[config.mk]
export PLATFORM = sky130hd
export DESIGN_NAME = sram_port_arbiter
export DESIGN_NICKNAME = d
export VERILOG_FILES = /design/src/rtl/sram_port_arbiter_pkg.sv /design/src/rtl/sram_wait_counter.sv /design/src/rtl/sram_port_arbiter.sv
export SDC_FILE = /design/constraint.sdc
export NUM_CORES = 1
export LEC_CHECK = 0
export CORE_MARGIN = 2
export CORE_UTILIZATION = 37
export CTS_BUF_LIST = sky130_fd_sc_hd__clkbuf_16
export DETAILED_ROUTE_END_ITERATION = 16
export GPL_ROUTABILITY_DRIVEN = 0
export PLACE_DENSITY = 0.86
export SLEW_MARGIN = 15
export SYNTH_ARGS = -nofsm -noshare
export SYNTH_HDL_FRONTEND = slang
export SYNTH_HIERARCHICAL = 1
export SYNTH_SLANG_ARGS = --single-unit
[constraint.sdc]
create_clock -name clk -period 4.65 [get_ports clk]
set_input_delay 0.93 -clock clk [delete_from_list [all_inputs] [get_ports clk]]
set_output_delay 0.93 -clock clk [all_outputs]
set_load 0.01 [all_outputs]
[src/rtl/sram_port_arbiter_pkg.sv]
// Shared types and defaults for the IF/MEM SRAM port arbiter.
package sram_port_arbiter_pkg;

  typedef enum logic [1:0] {IDLE, IF_BUSY, MEM_BUSY, DONE} arb_state_t;

  typedef enum logic {GNT_IF, GNT_MEM} grant_t;

  localparam int unsigned DefaultWaitCycles = 4;

  // Counter width able to hold 0..n-1; never narrower than one bit.
  function automatic int unsigned cntWidth(input int unsigned n);
    return (n > 1) ? $clog2(n) : 1;
  endfunction

endpackage

[src/rtl/sram_wait_counter.sv]
// Clear-able up-counter; tc flags the last wait cycle of an SRAM access.
module sram_wait_counter
  import sram_port_arbiter_pkg::*;
#(
  parameter int unsigned WAIT_CYCLES = DefaultWaitCycles
) (
  input  logic clk,
  input  logic rst,
  input  logic clr,
  input  logic en,
  output logic tc
);

  localparam int unsigned CntW = cntWidth(WAIT_CYCLES);
  localparam logic [CntW-1:0] LastCnt = CntW'(WAIT_CYCLES - 1);

  logic [CntW-1:0] cntQ;

  always_ff @(posedge clk or posedge rst) begin
    if (rst) begin
      cntQ <= '0;
    end else if (clr) begin
      cntQ <= '0;
    end else if (en) begin
      cntQ <= cntQ + 1'b1;
    end
  end

  assign tc = (cntQ == LastCnt);

endmodule

[src/rtl/sram_port_arbiter.sv]
// Arbitrates the single-ported SRAM between the fetch and memory stages and
// produces the pipeline freeze signals.
module sram_port_arbiter
  import sram_port_arbiter_pkg::*;
#(
  parameter int unsigned ADDR_W      = 32,
  parameter int unsigned DATA_W      = 32,
  parameter int unsigned WAIT_CYCLES = DefaultWaitCycles
) (
  input  logic              clk,
  input  logic              rst,
  input  logic              if_req,
  input  logic [ADDR_W-1:0] if_addr,
  input  logic              if_flush,
  output logic [DATA_W-1:0] if_rdata,
  output logic              if_valid,
  input  logic              mem_rd_en,
  input  logic              mem_wr_en,
  input  logic [ADDR_W-1:0] mem_addr,
  input  logic [DATA_W-1:0] mem_wdata,
  output logic [DATA_W-1:0] mem_rdata,
  output logic              mem_ready,
  output logic              freeze_if,
  output logic              freeze_mem,
  output logic              sram_en,
  output logic              sram_we,
  output logic [ADDR_W-1:0] sram_addr,
  output logic [DATA_W-1:0] sram_wdata,
  input  logic [DATA_W-1:0] sram_rdata
);

  arb_state_t        stateQ, stateD;
  grant_t            lastGntQ, lastGntD;
  logic              discardQ, discardD;
  logic              sramEnQ, sramEnD;
  logic              sramWeQ, sramWeD;
  logic [ADDR_W-1:0] addrQ, addrD;
  logic [DATA_W-1:0] wdataQ, wdataD;
  logic [DATA_W-1:0] ifRdataQ, ifRdataD;
  logic [DATA_W-1:0] memRdataQ, memRdataD;

  logic memReq, ifReq, grantMem, grantIf;
  logic cntClr, cntEn, cntTc;

  assign memReq = mem_rd_en | mem_wr_en;
  assign ifReq  = if_req & ~if_flush;
  assign cntEn  = (stateQ == IF_BUSY) || (stateQ == MEM_BUSY);

  sram_wait_counter #(
    .WAIT_CYCLES(WAIT_CYCLES)
  ) uWaitCounter (
    .clk(clk),
    .rst(rst),
    .clr(cntClr),
    .en (cntEn),
    .tc (cntTc)
  );

  always_comb begin
    stateD    = stateQ;
    lastGntD  = lastGntQ;
    discardD  = discardQ;
    sramEnD   = sramEnQ;
    sramWeD   = sramWeQ;
    addrD     = addrQ;
    wdataD    = wdataQ;
    ifRdataD  = ifRdataQ;
    memRdataD = memRdataQ;
    grantMem  = 1'b0;
    grantIf   = 1'b0;
    cntClr    = 1'b0;

    unique case (stateQ)
      IDLE: begin
        discardD = 1'b0;
        // On a tie the side that did not win last time is served.
        if (memReq && (!ifReq || lastGntQ == GNT_IF)) begin
          grantMem = 1'b1;
        end else if (ifReq) begin
          grantIf = 1'b1;
        end
        if (grantMem || grantIf) begin
          cntClr   = 1'b1;
          sramEnD  = 1'b1;
          sramWeD  = grantMem & mem_wr_en;
          addrD    = grantMem ? mem_addr : if_addr;
          wdataD   = grantMem ? mem_wdata : '0;
          lastGntD = grantMem ? GNT_MEM : GNT_IF;
          stateD   = grantMem ? MEM_BUSY : IF_BUSY;
        end
      end
      IF_BUSY: begin
        if (if_flush) begin
          discardD = 1'b1;
        end
        if (cntTc) begin
          if (!discardQ && !if_flush) begin
            ifRdataD = sram_rdata;
          end
          sramEnD = 1'b0;
          sramWeD = 1'b0;
          addrD   = '0;
          wdataD  = '0;
          stateD  = DONE;
        end
      end
      MEM_BUSY: begin
        if (cntTc) begin
          if (!sramWeQ) begin
            memRdataD = sram_rdata;
          end
          sramEnD = 1'b0;
          sramWeD = 1'b0;
          addrD   = '0;
          wdataD  = '0;
          stateD  = DONE;
        end
      end
      DONE: begin
        // No grant here: the requester has not yet dropped the request just served.
        discardD = 1'b0;
        stateD   = IDLE;
      end
      default: stateD = IDLE;
    endcase
  end

  always_ff @(posedge clk or posedge rst) begin
    if (rst) begin
      stateQ    <= IDLE;
      lastGntQ  <= GNT_IF;
      discardQ  <= 1'b0;
      sramEnQ   <= 1'b0;
      sramWeQ   <= 1'b0;
      addrQ     <= '0;
      wdataQ    <= '0;
      ifRdataQ  <= '0;
      memRdataQ <= '0;
    end else begin
      stateQ    <= stateD;
      lastGntQ  <= lastGntD;
      discardQ  <= discardD;
      sramEnQ   <= sramEnD;
      sramWeQ   <= sramWeD;
      addrQ     <= addrD;
      wdataQ    <= wdataD;
      ifRdataQ  <= ifRdataD;
      memRdataQ <= memRdataD;
    end
  end

  assign sram_en    = sramEnQ;
  assign sram_we    = sramWeQ;
  assign sram_addr  = addrQ;
  assign sram_wdata = wdataQ;
  assign if_rdata   = ifRdataQ;
  assign mem_rdata  = memRdataQ;

  assign if_valid  = (stateQ == DONE) && (lastGntQ == GNT_IF) && !discardQ && !if_flush;
  assign mem_ready = (stateQ == DONE) && (lastGntQ == GNT_MEM);

  // Gated by reset so every output reads 0 while reset is held.
  assign freeze_mem = ~rst & memReq & ~mem_ready;
  assign freeze_if  = ~rst & ((if_req & ~if_valid & ~if_flush) | freeze_mem);

endmodule

==> flow_summary.json <==
{
  "status": "complete, no violations",
  "power_density_nw_per_um2": 656,
  "max_stage_delay_ns": 0.56,
  "drc_errors": 0,
  "grt_overflow": 0,
  "synth-main-ff-cell": "dfrtp_1",
  "ant_nets": 0,
  "synthMuxAreaShare_pct": 19.1,
  "vias": 4130,
  "wl_um": 15000,
  "synth-simple-area-share_pct": 2.73,
  "wl_met3_um": 854,
  "fin_crit_ns": 3.75,
  "hold_path_class": "flop to flop",
  "worstSkewPairLatency_ns": 0.41,
  "synthesis.nets": 513,
  "worstSetupStartpointType": "input pin",
  "dpl.hpwl_um": 10800,
  "clockBufferDepth": 2,
  "ctsResizeCount": 0,
  "ys.warnings.count": 6,
  "synth_xor_xnor_area_share_pct": 0.159,
  "synth.yosys.seq_area_share_pct": 61.9,
  "hold_viol_final": 0,
  "grt_pass1_wl_um": 23700,
  "pin_count": 268,
  "worstSetupPathType": "input pin to output pin",
  "num_rows": 44,
  "htree_num_levels": 4,
  "netlist_area_um2": 5500,
  "yosys-top-cells-area": "dfrtp_1 62%, mux2_2 13%, mux2i_1 6.0%, a22o_1 5.3%, o2bb2ai_1 5.1%",
  "die_area_um2": 15900,
  "postCtsSetupBuffers": 0,
  "numPortBuffers": 267,
  "max_cap_viol_count": 0,
  "slew_violations": 0,
  "path_cells": "clkdlybuf4s50_1 -> nor4b_1 -> nor3_1 -> or2_2 -> clkdlybuf4s50_1",
  "grt_pass1_vias": 4668,
  "synth_top_family_by_area": "multiplexers",
  "rsz0062_at_grt": "false",
  "slew_headroom_pct": 36.2,
  "root_buffer": "clkbuf_16",
  "synth_cell_type_count": 34,
  "firstDrtPassIters": 4,
  "cp_common_cell": "clkdlybuf4s50_1",
  "r2r-start": "stateQ[0]",
  "cts_buffers": 17,
  "setup_tns_ns": 0,
  "crit_buf_inv": 2,
  "grt_use_total_pct": 19.0,
  "yosysTopAreaCell": "dfrtp_1",
  "antenna_found_initial": 0,
  "worst_pin_slew_ns": 0.957,
  "synth_compound_area_share_pct": 12.4,
  "finalSetupViolCount": 0,
  "fin_skew_ns": 0.00771,
  "fin_crit_sh_pct": 80.6,
  "clk_pin_slew_worst_paths_ns": 0.05,
  "critPathSlowestCell": "clkdlybuf4s50_1",
  "synth.top_cell.area_share_pct": 61.9,
  "nets": 783,
  "top_layer": "met4",
  "dieWidth_um": 126,
  "worstHoldStart": "sram_addr[30]",
  "via_per_inst": 4.91,
  "leakagePower_nw": 3.93,
  "grt_max_degree": 80,
  "totalPowerFinal_mw": 5.92,
  "crit_arrival_ns": 2.82,
  "crit_family": "buffers and inverters",
  "core_um2": 14500,
  "cp_max_fo": 7,
  "m1WireLength_um": 5730,
  "cts.sinks": 136,
  "ir_drop_mv": 0.462,
  "async_reset_ff_share_pct": 100,
  "worstSetupEndpointType": "output pin",
  "synth_cells": 374,
  "tritoncts": "built",
  "fmax_mhz": 267,
  "diodes": 0,
  "ys_ff_latch": 136,
  "worstSetupStartpoint": "if_flush",
  "synth.avg_cell_area_um2": 14.7,
  "drive_above_1_share_pct": 16.3,
  "area_growth_pct": 64.1,
  "synth_edf_count": 0,
  "drtIter0Drc": 128,
  "initial_utilization_pct": 37.8,
  "ctsHoldBuffers": 0,
  "met2WireLength_um": 8010,
  "critPathRequiredTime_ns": 3.72,
  "wl_per_cell_um": 17.8,
  "synthAdderAreaFrac_pct": 1.14,
  "die_h_um": 126
}
cell usage after synthesis, types with 3 or more instances:
cell type and number:
buf_4 4, inv_1 7, o21ai_0 3, nor2_1 6, mux2_2 62, mux2i_1 33
clkbuf_1 6, buf_2 12, a22o_1 33, o2bb2ai_1 32, dfrtp_1 136, ha_1 5
nand2_1 5, nor3_1 3, a21oi_1 3
where the power goes:
| group | switching, mW | internal [mW] |
|---|---|---|
| combinational | 1.08 | 1.40 |
| clock | 0.490 | 0.998 |
| sequential | 0.277 | 1.67 |
per-layer routing:
metal / track usage [%] / vias up
li1: - / 1923
met4: 7.95 / 0
met3: 4.63 / 25
met5: 0 / -
met2: 34.3 / 174
met1: 21.4 / 2008
through the flow:
step | cell area [um^2] | std cells | hold WS (ns) | setup slack [ns] | util (%)
after floorplan | 5500 | 374 | 0.490 | 0.137 | -
after global placement | 8370 | 809 | 0.468 | 0.917 | 57.6
after detailed placement | 8370 | 809 | 0.473 | 0.897 | 57.6
after CTS | 9020 | 841 | 0.490 | 0.894 | 62.1
after global routing | 9020 | 841 | 0.509 | 0.775 | 62.1
final | 9020 | 841 | 0.486 | 0.900 | 62.1
worst register-to-register path, stage by stage, from the launching register on:
cell and delay [ns]:
dfrtp_1 0.42, inv_1 0.09, ha_1 0.44, a32oi_2 0.32, o21ai_4 0.19, buf_4 0.34
a22o_1 0.33
layout by cell type, fill, tap and decap left out, types with 2 or more instances in the layout:
| cell type | instances |
|---|---|
| mux2_2 | 62 |
| a22o_1 | 33 |
| clkbuf_16 | 17 |
| clkinv_1 | 5 |
| buf_4 | 6 |
| mux2_1 | 2 |
| nor2_1 | 5 |
| or2_2 | 2 |
| nand3b_1 | 2 |
| o21ai_0 | 3 |
| nand2_1 | 5 |
| a21oi_1 | 3 |
| o2bb2ai_1 | 32 |
| ha_1 | 5 |
| clkdlybuf4s50_1 | 267 |
| inv_6 | 2 |
| and2_1 | 2 |
| nor3_1 | 3 |
| dfrtp_1 | 136 |
| inv_1 | 6 |
| mux2i_1 | 33 |
| bufinv_16 | 6 |
registers in the layout (all words and copies together) (netlist names), 2 cells and up:
| signal | count |
|---|---|
| mem_rdata | 32 |
| sram_addr | 32 |
| stateQ | 2 |
| uWaitCounter/cntQ | 2 |
| if_rdata | 32 |
| sram_wdata | 32 |
kinds of logic (layout without fill, tap and decap cells):
kind of cell	Yosys count	count (layout)
DFF	136	136
muxes	97	97
AOI/OAI and AO/OA	79	79
buffers and inverters	30	313
and+or+nand+nor	26	26
adders and majority gates	5	5
xor gates and xnor gates	1	1
area by class of cell:
type                            count  area [um^2]
Sequential cell                   136         3400
Fill cell                        1132         5510
Clock buffer                       17          425
Clock inverter                     15          229
Inverter                            7         28.8
Timing Repair Buffer              274         2740
Multi-Input combinational cell    208         1970
Tap cell                          184          230
path summary, 6_finish.rpt:
check	endpoint	slack (ns)	cells after the start
max in group asynchronous	sram_wdata[16]	2.63	3
worst max register to register	sram_wdata[14]	2.41	6
worst min register to register	sram_addr[30]	0.49	1
min in group asynchronous	uWaitCounter/cntQ[1]	0.83	2
worst max-delay path	freeze_if	0.90	5
worst min-delay path	sram_addr[30]	0.49	1
Power figures use the tool's default switching activity.
==> edit 1, RTL diff (same settings) <==
`DATA_W`: 32 -> 64.
--- a/src/rtl/sram_port_arbiter.sv
+++ b/src/rtl/sram_port_arbiter.sv
@@ -5,5 +5,5 @@
 #(
   parameter int unsigned ADDR_W      = 32,
-  parameter int unsigned DATA_W      = 32,
+  parameter int unsigned DATA_W      = 64,
   parameter int unsigned WAIT_CYCLES = DefaultWaitCycles
 ) (
Ports: changed (5 resized); port bits go from 268 to 428. The function was not compared with the original's and may differ.
==> edit 1 against the original RTL <==
Core utilization fell by 2.5 points; power rose by 58%; sequential cell count increased by 96; sequential power up 69%; worst hold slack better by 0.00091 ns; synthesized area is 65% higher; routed wire length is 72% higher; final area grew 60%; via count up 62%; cell count rose by 60%; critical path depth is the same; worst setup slack worse by 0.20 ns; critical endpoint unchanged; largest cell class unchanged.
==> edit 1: results (changes against the original RTL) <==
[metrics] outcome: finished clean
[metrics] number of buffers added by the clock tree synthesis step: 24 (+7)
[metrics] worst slack on hold paths: 0.487 ns (+0.000913 ns)
[metrics] dpl ws: 0.756 ns (-0.141 ns)
[metrics] fraction of final layout cells with drive strength greater than 1: 0.171 (+0.00820)
[metrics] actual slew at the worst max-slew pin: 0.916 ns (-0.0412 ns)
[metrics] sequential share of the synthesized area: 0.639 (+0.0202)
[metrics] clock network latency to the later pin of the worst-skew pair: 0.53 ns (+0.12 ns)
[metrics] worst-case clock buffer depth: 3 (+1)
[metrics] antenna diode instance count: 0 (unchanged)
[metrics] async set-reset flop share out of synthesis: 1.00 (unchanged)
[metrics] Max rail drop VDD: 0.473 mV (+2.3%)
[metrics] number of global-route vias before repair: 7112 (+52%)
[metrics] number of nets produced by synthesis: 782 (+52%)
[metrics] multiplexer share of the synthesized area: 0.195 (+0.00392)
[metrics] data arrival time of the critical path: 3.02 ns (+0.20 ns)
[metrics] Synth cell types: 36 (+5.9%)
[metrics] cell area reported after detailed placement: 13600 µm² (+63%)
[metrics] Pre-antenna DRT Iters: 4 (unchanged)
[metrics] global-route wire length before repair: 40100 µm (+69%)
[metrics] xor/xnor cell area share of the yosys netlist: 0.000964 (-0.000629)
[metrics] adder and majority cell fraction of the synthesized area: 0.00689 (-0.00449)
[metrics] average wire length per cell after detail routing: 19.1 µm (+7.4%)
[metrics] via count normalized by instance count: 4.96 (+1.1%)
[metrics] layout filler cell count: 1816 (+60%)
[metrics] Final Net Count: 1209 (+54%)
[metrics] standby leakage power: 6.25 nW (+59%)
[metrics] detailed-placement wirelength estimate: 18700 µm (+72%)
[metrics] Max H-tree Level: 1 (-3)
[metrics] iteration-0 DRC count of the detailed router: 282 (+120%)
[metrics] number of cells after detailed placement: 1304 (+61%)
[metrics] global router's overall resource usage: 0.195 (+0.00533)
[metrics] total via count after detailed routing: 6687 (+62%)
[metrics] min cycle time layout: 3.95 ns (+0.203 ns)
[metrics] flop2flop setup slack: 2.31 ns (-0.10 ns)
[metrics] Port Buf Inserts: 427 (+60%)
[metrics] Final Skew: 0.0213 ns (+0.0136 ns)
[metrics] commonest cells in the netlist: dfrtp_1, mux2_2, a22o_1, mux2i_1, o2bb2ai_1
[metrics] gr ovfl total: 0 (unchanged)
[metrics] root cell of the clock tree: clkbuf_16
[metrics] cell depth of the worst hold path: 1 (unchanged)
[metrics] average cell area after synthesis: 15.7 µm² (+6.7%)
[metrics] Hold Crit Class: reg -> reg
[metrics] Compound-Gate Fraction of Synth Area: 0.106 (-0.0180)
[metrics] leading cell types by total area after synthesis: dfrtp_1, mux2_2, a22o_1
[metrics] pin count of the biggest net entering global routing: 87 (+8.8%)
[metrics] largest family of logic cells by synthesized area: multiplexers
[metrics] R2R cell count: 7 (+1)
[edit 1: cell families (layout without fill, tap and decap cells)]
logic type	after synthesis	count (layout)
flops	232	232
mux	161	161
simple gates	26	26
fa+ha+maj	5	5
compound gates	111	111
xor+xnor	1	1
buf+inv	43	487
[edit 1: per-layer routing]
| metal | global-route usage | vias up | wire [µm] |
|---|---|---|---|
| met3 | 0.0550 | 61 | 2150 |
| met1 | 0.227 | 3323 | 9720 |
| met5 | 0 | - | 0 |
| met4 | 0.0782 | 0 | 1040 |
| met2 | 0.341 | 311 | 12800 |
| li1 | - | 2992 | - |
[edit 1: path summary, 6_finish.rpt]
check | from | end
min | if_rdata[23] | if_rdata[23]
max reg2reg | stateQ[0] | sram_wdata[21]
max in group asynchronous | rst | if_rdata[47]
max | if_flush | freeze_if
min in group asynchronous | rst | uWaitCounter/cntQ[1]
min reg2reg | if_rdata[23] | if_rdata[23]
[edit 1: power breakdown]
group | internal [mW] | switching (mW)
logic | 2.34 | 1.76
registers | 2.85 | 0.450
clock network | 1.16 | 0.776
[edit 1: final cells by class]
| cell class | instances | area (µm²) | share of cell area |
|---|---|---|---|
| Tap cell | 324 | 405 | 0.0282 |
| Timing Repair Buffer | 437 | 4390 | 0.305 |
| Sequential cell | 232 | 5810 | 0.403 |
| Multi-Input combinational cell | 304 | 2980 | 0.207 |
| Clock buffer | 24 | 601 | 0.0417 |
| Inverter | 7 | 30.0 | 0.00209 |
| Clock inverter | 19 | 193 | 0.0134 |
[edit 1: worst max-delay path: stages]
cell	delay, ns
clkdlybuf4s50_1	0.57
nor4b_1	0.63
nor3_1	0.09
or2_2	0.30
clkdlybuf4s50_1	0.50
==> edit 2, RTL diff (config.mk and constraints unchanged) <==
Without the edit above. Encoding of `arb_state_t`: now one-hot (4 bits for 4 states).
--- a/src/rtl/sram_port_arbiter_pkg.sv
+++ b/src/rtl/sram_port_arbiter_pkg.sv
@@ -2,5 +2,5 @@
 package sram_port_arbiter_pkg;
 
-  typedef enum logic [1:0] {IDLE, IF_BUSY, MEM_BUSY, DONE} arb_state_t;
+  typedef enum logic [3:0] {IDLE = 4'b0001, IF_BUSY = 4'b0010, MEM_BUSY = 4'b0100, DONE = 4'b1000} arb_state_t;
 
   typedef enum logic {GNT_IF, GNT_MEM} grant_t;
Formal check against the unedited RTL: same outputs for any inputs over 4 cycles, from zero or initial values and one cycle with rst high; so few cycles prove little.
==> edit 2 against the original RTL <==
Synthesized area rose by 14%; synthesized cell count rose by 33%; count of clock-buffer cells in the layout did not move; first-iteration DRC count rose to 2.5 times the old value; worst setup slack improved by 0.14 ns; sequential cell count rose by 2; global-route usage rose by 2.4 points; final area rose by 6.8%; clock power fell by 13%; power fell by 7.8%; critical path depth did not move; routed wire length rose by 28%; sequential power fell by 4%; clock skew rose by 0.0020 ns; largest power group unchanged.
==> edit 2: results (changes against the original RTL) <==
[metrics] Final Skew: 0.00968 ns (+0.00197 ns)
[metrics] cell area reported after detailed placement: 9080 µm² (+8.5%)
[metrics] commonest cells in the netlist: dfrtp_1, o21ai_0, clkbuf_1, mux2_2
[metrics] final period utilization: 0.776 (-0.0302)
[metrics] number of cells after detailed placement: 937 (+16%)
[metrics] leading cell types by total area after synthesis: dfrtp_1, mux2_4, mux2_2
[metrics] adder and majority cell fraction of the synthesized area: 0.00200 (-0.00937)
[metrics] flop2flop setup slack: 2.05 ns (-0.36 ns)
[metrics] data arrival time of the critical path: 2.68 ns (-0.14 ns)
[metrics] logic gate share of total power: 0.419 (about the same)
[metrics] sequential share of the synthesized area: 0.553 (-0.0660)
[metrics] reg2reg start: stateQ[1]
[metrics] Pre-antenna DRT Iters: 5 (+1)
[metrics] standby leakage power: 4.04 nW (+2.7%)
[metrics] Cell Int Power: 3.66 mW (-10%)
[metrics] dpl ws: 1.04 ns (+0.147 ns)
[metrics] via count normalized by instance count: 5.56 (+13%)
[metrics] global-route met3 utilization: 0.0631 (+0.0168)
[metrics] CP max stage delay: 0.58 ns (+0.02 ns)
[metrics] Synth cell types: 36 (+5.9%)
[metrics] detailed-placement wirelength estimate: 12700 µm (+17%)
[metrics] R2R cell count: 3 (-3)
[metrics] worst rel slew slack: 0.390 (+0.0274)
[metrics] global router's overall resource usage: 0.213 (+0.0236)
[metrics] average cell area after synthesis: 12.6 µm² (-14%)
[metrics] final wirelength: 19200 µm (+28%)
[metrics] Clock power frac: 0.237 (-0.014)
[metrics] outcome: finished clean
[metrics] iteration-0 DRC count of the detailed router: 326 (+150%)
[metrics] routed length on met1: 7690 µm (+34%)
[metrics] M2 GR Usage: 0.349 (+0.00621)
[metrics] global-route wire length before repair: 30100 µm (+27%)
edit 2: changes by cell type after synthesis, sizes merged, moves of 3 or more:
cell,change
a21oi,-3
a221oi,+33
a22o,-32
a22oi,+32
a32o,+32
buf,-5
clkbuf,+41
ha,-4
mux2i,-32
nand2,-5
o21a,+33
o21ai,+60
o2bb2ai,-31
edit 2: worst min-delay path by stage:
stage / startpoint / to / slack (ns)
final: sram_en / sram_en / 0.50
after global routing: mem_rdata[2] / mem_rdata[2] / 0.52
after CTS: if_rdata[27] / if_rdata[27] / 0.51
after detailed placement: if_rdata[27] / if_rdata[27] / 0.49
after global placement: sram_en / sram_en / 0.49
after floorplan: uWaitCounter/cntQ[1] / uWaitCounter/cntQ[1] / 0.49
edit 2: area by class of cell:
cell class | instances | area, µm²
timing repair buffer | 279 | 2780
fill | 1330 | 6880
sequential | 138 | 3450
inverter | 5 | 23.8
tap | 220 | 275
clock buffer | 17 | 425
multi-input combinational | 295 | 2550
clock inverter | 14 | 131
